### config.mk
export PLATFORM = sky130hd
export DESIGN_NAME = chan_in_rx
export DESIGN_NICKNAME = d
export VERILOG_FILES = /design/src/rtl/vip_pkg.sv /design/src/rtl/sync_fifo_fwft.sv /design/src/rtl/chan_in_rx.sv
export SDC_FILE = /design/constraint.sdc
export NUM_CORES = 2
export LEC_CHECK = 0
export ABC_AREA = 1
export CAP_MARGIN = 20
export CORE_MARGIN = 8
export CORE_UTILIZATION = 50
export DETAILED_ROUTE_END_ITERATION = 7
export PLACE_DENSITY = 0.7
export SLEW_MARGIN = 40
export SYNTH_ARGS = -nofsm -noshare
export SYNTH_HDL_FRONTEND = slang
export SYNTH_SLANG_ARGS = --single-unit
### constraint.sdc
create_clock -name clock -period 14.2 [get_ports clock]
set_input_delay 2.84 -clock clock [delete_from_list [all_inputs] [get_ports clock]]
set_output_delay 2.84 -clock clock [all_outputs]
set_load 0.05 [all_outputs]
### src/rtl/vip_pkg.sv
// Shared constants, clog2 helper and pixel-position type for the vip input path.
package vip_pkg;

  localparam int DWIDTH_DEF = 32;
  localparam int NUM_CH_DEF = 8;
  localparam int POS_W      = 16;

  typedef struct packed {
    logic [POS_W-1:0] col;
    logic [POS_W-1:0] row;
    logic [POS_W-1:0] img;
  } pos_t;

  function automatic int clog2(input int value);
    int r;
    r = 0;
    for (int i = 0; i < 31; i++) begin
      if ((1 << i) < value) r = i + 1;
    end
    return r;
  endfunction

endpackage

### src/rtl/sync_fifo_fwft.sv
// First-word-fall-through synchronous FIFO with occupancy count and sticky overflow flag.
module sync_fifo_fwft
  import vip_pkg::*;
#(
  parameter  int W     = 32,
  parameter  int DEPTH = 16,
  localparam int AW    = clog2(DEPTH),
  localparam int CW    = AW + 1
) (
  input  logic          clk,
  input  logic          rst,
  input  logic          wr_en,
  input  logic [W-1:0]  wr_data,
  input  logic          rd_en,
  output logic [W-1:0]  rd_data,
  output logic [CW-1:0] count,
  output logic [CW-1:0] next_count,
  output logic          overflow
);

  logic [W-1:0]  mem_q [DEPTH];
  logic [AW-1:0] wptr_q, wptr_d;
  logic [AW-1:0] rptr_q, rptr_d;
  logic [CW-1:0] count_q, count_d;
  logic          ovf_q, ovf_d;
  logic          push, pop;

  always_comb begin
    pop     = rd_en && (count_q != '0);
    // A full FIFO still takes a write when the head leaves in the same cycle.
    push    = wr_en && ((count_q != CW'(DEPTH)) || pop);
    wptr_d  = wptr_q;
    rptr_d  = rptr_q;
    count_d = count_q;
    if (push) wptr_d = wptr_q + 1'b1;
    if (pop)  rptr_d = rptr_q + 1'b1;
    case ({push, pop})
      2'b10:   count_d = count_q + 1'b1;
      2'b01:   count_d = count_q - 1'b1;
      default: count_d = count_q;
    endcase
    ovf_d = ovf_q | (wr_en && !push);
  end

  always_ff @(posedge clk) begin
    if (rst) begin
      wptr_q  <= '0;
      rptr_q  <= '0;
      count_q <= '0;
      ovf_q   <= 1'b0;
    end else begin
      wptr_q  <= wptr_d;
      rptr_q  <= rptr_d;
      count_q <= count_d;
      ovf_q   <= ovf_d;
    end
  end

  always_ff @(posedge clk) begin
    if (push) mem_q[wptr_q] <= wr_data;
  end

  assign rd_data    = mem_q[rptr_q];
  assign count      = count_q;
  assign next_count = count_d;
  assign overflow   = ovf_q;

endmodule

### src/rtl/chan_in_rx.sv
// Pixel-feed receive port: FWFT buffer, back-pressure, channel packing and position markers.
// Optional CHAN_IN_RX_STATS_EN adds stall-cycle and high-watermark statistics outputs.
// Stream handshake: a head pixel transfers on any cycle with out_valid && out_ready.
module chan_in_rx
  import vip_pkg::*;
#(
  parameter  int DWIDTH      = DWIDTH_DEF,
  parameter  int NUM_CH      = NUM_CH_DEF,
  parameter  int DEPTH       = 16,
  parameter  int FULL_MARGIN = 2,
  parameter  int WIDTH       = 28,
  parameter  int HEIGHT      = 28,
  parameter  int NUM_IMG     = 1,
  localparam int IMG_W       = clog2(NUM_IMG) + 1,
  localparam int FILL_W      = clog2(DEPTH) + 1
) (
  input  logic                     clock,
  input  logic                     reset,
  input  logic [DWIDTH-1:0]        fifo_in_data_0,
  input  logic [DWIDTH-1:0]        fifo_in_data_1,
  input  logic [DWIDTH-1:0]        fifo_in_data_2,
  input  logic [DWIDTH-1:0]        fifo_in_data_3,
  input  logic [DWIDTH-1:0]        fifo_in_data_4,
  input  logic [DWIDTH-1:0]        fifo_in_data_5,
  input  logic [DWIDTH-1:0]        fifo_in_data_6,
  input  logic [DWIDTH-1:0]        fifo_in_data_7,
  input  logic                     fifo_in_wrreq,
  output logic                     fifo_in_full,
  output logic [NUM_CH*DWIDTH-1:0] out_data,
  output logic                     out_valid,
  input  logic                     out_ready,
  output logic                     out_sol,
  output logic                     out_eol,
  output logic                     out_sof,
  output logic                     out_eof,
  output logic [IMG_W-1:0]         out_img_idx,
  output logic                     done,
`ifdef CHAN_IN_RX_STATS_EN
  output logic [31:0]              stat_stall_cycles,
  output logic [FILL_W-1:0]        stat_max_fill,
`endif
  output logic                     overflow_err
);

  localparam int COL_W = clog2(WIDTH + 1);
  localparam int ROW_W = clog2(HEIGHT + 1);
  localparam logic [COL_W-1:0]  COL_LAST = COL_W'(WIDTH - 1);
  localparam logic [ROW_W-1:0]  ROW_LAST = ROW_W'(HEIGHT - 1);
  localparam logic [IMG_W-1:0]  IMG_LAST = IMG_W'(NUM_IMG - 1);
  localparam logic [FILL_W-1:0] FULL_TH  = FILL_W'(DEPTH - FULL_MARGIN);

  logic [DWIDTH-1:0]        ch_in [8];
  logic [NUM_CH*DWIDTH-1:0] wr_pix;
  logic [FILL_W-1:0]        fill_count, fill_next;
  logic                     pop;

  logic             full_q, full_d;
  logic [COL_W-1:0] col_q, col_d;
  logic [ROW_W-1:0] row_q, row_d;
  logic [IMG_W-1:0] img_q, img_d;
  logic             done_q, done_d;

  assign ch_in[0] = fifo_in_data_0;
  assign ch_in[1] = fifo_in_data_1;
  assign ch_in[2] = fifo_in_data_2;
  assign ch_in[3] = fifo_in_data_3;
  assign ch_in[4] = fifo_in_data_4;
  assign ch_in[5] = fifo_in_data_5;
  assign ch_in[6] = fifo_in_data_6;
  assign ch_in[7] = fifo_in_data_7;

  always_comb begin
    wr_pix = '0;
    for (int k = 0; k < NUM_CH; k++) wr_pix[k*DWIDTH +: DWIDTH] = ch_in[k];
  end

  sync_fifo_fwft #(
    .W     (NUM_CH * DWIDTH),
    .DEPTH (DEPTH)
  ) u_fifo (
    .clk        (clock),
    .rst        (reset),
    .wr_en      (fifo_in_wrreq),
    .wr_data    (wr_pix),
    .rd_en      (out_ready),
    .rd_data    (out_data),
    .count      (fill_count),
    .next_count (fill_next),
    .overflow   (overflow_err)
  );

  assign out_valid = (fill_count != '0);
  assign pop       = out_valid && out_ready;

  // Position advances only on a pop, so markers always describe the head pixel.
  always_comb begin
    full_d = (fill_next >= FULL_TH);
    col_d  = col_q;
    row_d  = row_q;
    img_d  = img_q;
    done_d = done_q;
    if (pop) begin
      if (col_q == COL_LAST) begin
        col_d = '0;
        if (row_q == ROW_LAST) begin
          row_d = '0;
          if (img_q == IMG_LAST) begin
            img_d  = '0;
            done_d = 1'b1;
          end else begin
            img_d = img_q + 1'b1;
          end
        end else begin
          row_d = row_q + 1'b1;
        end
      end else begin
        col_d = col_q + 1'b1;
      end
    end
  end

  always_ff @(posedge clock) begin
    if (reset) begin
      full_q <= 1'b0;
      col_q  <= '0;
      row_q  <= '0;
      img_q  <= '0;
      done_q <= 1'b0;
    end else begin
      full_q <= full_d;
      col_q  <= col_d;
      row_q  <= row_d;
      img_q  <= img_d;
      done_q <= done_d;
    end
  end

  assign fifo_in_full = full_q;
  assign out_sol      = out_valid && (col_q == '0);
  assign out_eol      = out_valid && (col_q == COL_LAST);
  assign out_sof      = out_sol && (row_q == '0);
  assign out_eof      = out_eol && (row_q == ROW_LAST);
  assign out_img_idx  = img_q;
  assign done         = done_q;

`ifdef CHAN_IN_RX_STATS_EN
  logic [31:0]       stall_q, stall_d;
  logic [FILL_W-1:0] max_fill_q, max_fill_d;

  always_comb begin
    stall_d    = stall_q;
    max_fill_d = max_fill_q;
    if (out_valid && !out_ready && (stall_q != '1)) stall_d = stall_q + 1'b1;
    if (fill_count > max_fill_q) max_fill_d = fill_count;
  end

  always_ff @(posedge clock) begin
    if (reset) begin
      stall_q    <= '0;
      max_fill_q <= '0;
    end else begin
      stall_q    <= stall_d;
      max_fill_q <= max_fill_d;
    end
  end

  assign stat_stall_cycles = stall_q;
  assign stat_max_fill     = max_fill_q;
`endif

endmodule

=== Word-level counts from Yosys, hierarchy flattened ===
Memories as Yosys holds them, arrays and structs flattened. A register that Yosys moved wholly into a read port is not among the register bits.
Cells that the tools add are included.

* Register bits: 27
* Latch bits: 0
* RAM bits: 4096
* Bits in read-only memories: 0
* Output and inout bits: 265
* Logic and storage cells: 48
* Memories: 1

* Add/sub/neg operators: 7
* $mul: 0
* Divide/modulo/power cells: 0
* Magnitude comparators: 1
* Equal/unequal tests: 5
* Shift operators: 0
* Muxes and demuxes: 8
* Bitwise logic cells: 2
* Reductions and logical operators: 15

{| class="wikitable"
|+ Memories
! memory !! depth !! width !! read ports !! clocked after memory_dff !! write ports !! RTL line !! text
|-
| u_fifo.mem_q || 16 || 256 || 1 || 1 || 1 || sync_fifo_fwft.sv:21 || <nowiki>logic [W-1:0] mem_q [DEPTH];</nowiki>
|}

{| class="wikitable"
|+ Operators with widths
! kind !! count
|-
| adder 5 x 1 -> 5 bit, second input constant || 3
|-
| == test 5 bit, second input constant || 2
|-
| zero test 5 bit || 2
|-
| 2-to-1 mux 5 bit || 2
|-
| one-hot mux 5 bit (2 select lines) || 1
|-
| adder 4 x 1 -> 4 bit, second input constant || 2
|-
| 2-to-1 mux 4 bit || 2
|-
| logical AND 1 bit || 7
|-
| greater-or-equal comparator 5 x 4 -> 1 bit, second input constant || 1
|-
| != test 5 bit, second input constant || 1
|-
| nonzero test 5 bit || 1
|-
| subtractor 5 x 1 -> 5 bit, second input constant || 1
|-
| AND reduction 4 bit || 1
|-
| 2-to-1 mux 1 bit || 3
|-
| AND reduction 3 bit || 1
|-
| == test 2 x 1 -> 1 bit, second input constant || 1
|-
| == test 2 bit, second input constant || 1
|-
| AND reduction 2 bit || 1
|-
| adder 1 bit, second input constant || 1
|-
| zero test 1 bit || 1
|-
| logical OR 1 bit || 1
|-
| NOT 1 bit || 1
|-
| OR 1 bit || 1
|}

=== Depth between registers and ports, before layout ===
* Depth in word-level cells: 7
* Mapped depth: 19

=== Hierarchy ===
A second synthesis with hierarchy kept.

* Cells, all modules: 11716
* Area, all modules: 159819.5 µm²

{| class="wikitable"
|+ By module, submodules not included
! module !! times used !! cells an instance !! area each (µm²) !! seq. area each (µm²)
|-
| sync_fifo_fwft || 1 || 11601 || 159050.0 || 123358.3
|-
| chan_in_rx || 1 || 115 || 769.5 || 240.2
|}

=== Least setup slack after synthesis ===
Ideal clock, no wire load.

* Path type: input -> register
* Start point: in out_ready
* End point: mem u_fifo.mem_q[11][0] (netlist name), enable pin
* Setup time: 0.878 ns
* Arrival: 13.949 ns
* Required time: 13.322 ns
* Slack: -0.628 ns
* Stages on the path: 6
* Path buffers: 0
* Cell sequence: nor2_1 -> nand3_1 -> nand2_1 -> inv_1 -> nand2_1 -> nor2_1

* Word-level cells in the longest chain between the ends: 5

{| class="wikitable"
|+ Ends and longest elaborated chain
! what !! RTL line !! text
|-
| start, declared || chan_in_rx.sv:31 || <nowiki>input logic out_ready,</nowiki>
|-
| logical AND 1 bit || sync_fifo_fwft.sv:29 || <nowiki>pop = rd_en && (count_q != '0);</nowiki>
|-
| logical OR 1 bit || sync_fifo_fwft.sv:31 || <nowiki>push = wr_en && ((count_q != CW'(DEPTH)) || pop);</nowiki>
|-
| logical AND 1 bit || sync_fifo_fwft.sv:31 ||
|-
| 2-to-1 mux 1 bit || sync_fifo_fwft.sv:60 || <nowiki>if (push) mem_q[wptr_q] <= wr_data;</nowiki>
|-
| 2-to-1 mux 1 bit (not written as such) || sync_fifo_fwft.sv:60 ||
|-
| end, declared || sync_fifo_fwft.sv:21 ||
|}

No other way between the ends.

==> reports/results.ini <==
[logic_synthesis]
ys_types = 30
synthArstFlopShare_pct = 0
synth_warnings = 0
syn_inst = 12100
syn_nets = 12300
synth-seq-area-share_pct = 76.8
synthFlopType = edfxtp_1
netlist_area_mm2 = 0.161
avgSynthCellArea_um2 = 13.3
synth-seq-cells = 4126
synth_enable_flop_cells = 4096

[placement]
gp_congestion = 0.777
place_ws_ns = 5.89
dpl.cell_count = 16200
dpl_cell_area_mm2 = 0.170
place_hpwl_mm = 208
port_buffers = 523

[sta]
timing.fmax_mhz = 107
fin_worst_skew_ns = 0.0477
fin_setup_tns_ns = 0
min_period_over_period_pct = 65.9
slew_headroom_pct = 29.6
setup_violations = 0
drv_slew = 0
rsz0062_at_grt = no
finalHoldViolCount = 0
worst_pin_slew_ns = 1.06
finalCriticalPeriod_ns = 9.36
fin_ws_ns = 4.84

[worst_setup_path]
required_ns = 11.36
end_kind = primary output
critPathMaxFanout = 176
worstReg2RegStart = u_fifo.count[0]
worstRegToRegCells = 9
cp-start-kind = register
r2r_setup_slack_ns = 9.76
r2r_end = u_fifo.mem_q[7][142]
crit_type = reg2out
arrival_ns = 6.52

[die]
die_w_um = 584
fp-row-count = 208
die_height_um = 584
die_area_mm2 = 0.340
boundaryPins = 525
core_mm2 = 0.321
start_util_pct = 50.2

[layout]
final_cell_mix = 4096 x edfxtp_1, 2455 x nor2_1, 1605 x o21ai_0
nets = 12600
finalNonFillerCells = 17000
seq_area_mm2 = 0.124
area_delta_synth_final_pct = 13.9
multi_input_area_mm2 = 0.0333
layout_commonest_cell = edfxtp_1
n_fill_cell = 24600
fin_area_mm2 = 0.183
drive_gt1_share_pct = 5.98

[hold_path]
min_from = u_fifo.overflow
hold_class = reg2reg
hold_depth = 2
whs_endpoint = u_fifo.overflow

[power]
powerDensity_mw_per_mm2 = 182
power_uw = 33300
peakVddDrop_v = 0.000172
power.leakage_uw = 0.0593

[clock_tree]
cts_num_sinks = 4126
cts_tree = built
cts_buffer_depth = 4
clk_latency_ns = 0.95
numCtsBuffers = 411
clk_pin_slew_ns = 0.06
hold_buffers = 0
cts_setup_buffers = 0
cts_resized = 0
htreeDepth = 5
clockRootBuffer = clkbuf_16

[global_route]
grt_start_max_net_pins = 210
first_global_vias = 100000
grt_antenna_before_repair = 99
overflow = 0
grt_pass1_wl_mm = 632
grt_usage_pct = 24.2

[drt]
wl_per_cell_um = 25.2
drc = 0
viasPerCell = 6.05
antenna_left = 0
vias = 103000
drt-initial-drc-count = 11900
drt-total-wl_mm = 429
drtPass1Iterations = 6

[job]
maxCapViolCount = 0

[status]
status = complete, no violations

[where the power goes]
| part | internal, uW | switching, uW |
|---|---|---|
| clock | 5940 | 4570 |
| sequential | 13700 | 107 |
| combinational | 2560 | 6470 |
| total | 22200 | 11100 |
[cell type report]
class	instances	share of cell area, %
Sequential cell	4126	67.4
Multi-Input combinational cell	7015	18.2
Clock buffer	518	5.85
Timing Repair Buffer	702	4.16
Tap cell	4305	2.94
Clock inverter	232	1.24
Inverter	78	0.181
Antenna cell	44	0.0600
[worst max-delay path, cell delays in order, from the launching register on]
cell	delay, ns
dfxtp_4	0.82
buf_4	0.70
buf_12	0.49
buf_6	0.67
buf_6	0.63
o21ai_0	0.21
o22ai_1	0.22
nand2_1	0.08
nand2_1	0.09
nand2_1	0.05
nand2_1	0.23
clkdlybuf4s50_1	0.85
[synthesized netlist by cell type, drive strengths merged, types with 3 or more instances]
cell type  instances  share of area, %
o22ai            330               1.3
nand2           1001               2.3
nor3               3            0.0093
dfxtp             30              0.37
o211ai           408               1.9
a21oi             52              0.16
buf              397               1.4
inv               78              0.18
nand4              4             0.016
o21ai           2121               6.6
clkbuf           459               1.1
nand3            363               1.1
o221ai           237               1.3
nor2            2471               5.8
ha                12             0.093
xor2               7             0.038
edfxtp          4096                76
[flip-flops by register name, indices dropped and copies added, names as in the netlist, named ones only]
name / cells
u_fifo.mem_q: 4096
col_q: 5
row_q: 5
u_fifo.count: 5
u_fifo.rptr_q: 4
u_fifo.wptr_q: 4
done: 1
fifo_in_full: 1
u_fifo.overflow: 1
[metal layers]
layer	vias to the layer above	GRT usage, %	wire length (um)
met4	74	8.60	13900
li1	45300	-	-
met1	51600	32.3	168000
met2	5122	39.7	205000
met3	898	4.74	41300
met5	-	0	475
[kinds of logic after synthesis]
kind of cell | Yosys count | share of synthesized area (%)
xor+xnor | 7 | 0.0381
flops | 4126 | 76.8
compound gates | 3150 | 11.2
fa+ha+maj | 12 | 0.0932
other cells | 1 | 0.00233
buf+inv | 934 | 2.62
simple gates | 3845 | 9.26
[through the flow]
stage | util [%] | hold WS, ns
floorplan | - | 0.446
global placement | 52.8 | 0.450
detailed placement | 53.0 | 0.452
CTS | 57.0 | 0.461
global route | 57.1 | 0.487
finish | 57.2 | 0.460
[worst max-delay path by stage]
stage,slack (ns),end
finish,4.84,out_data[93]
global route,4.54,out_data[108]
CTS,4.74,out_data[162]
detailed placement,5.89,out_data[162]
global placement,5.45,out_data[162]
floorplan,-0.63,u_fifo.mem_q[11][0]
No activity file was read; power rests on OpenSTA's default activity.
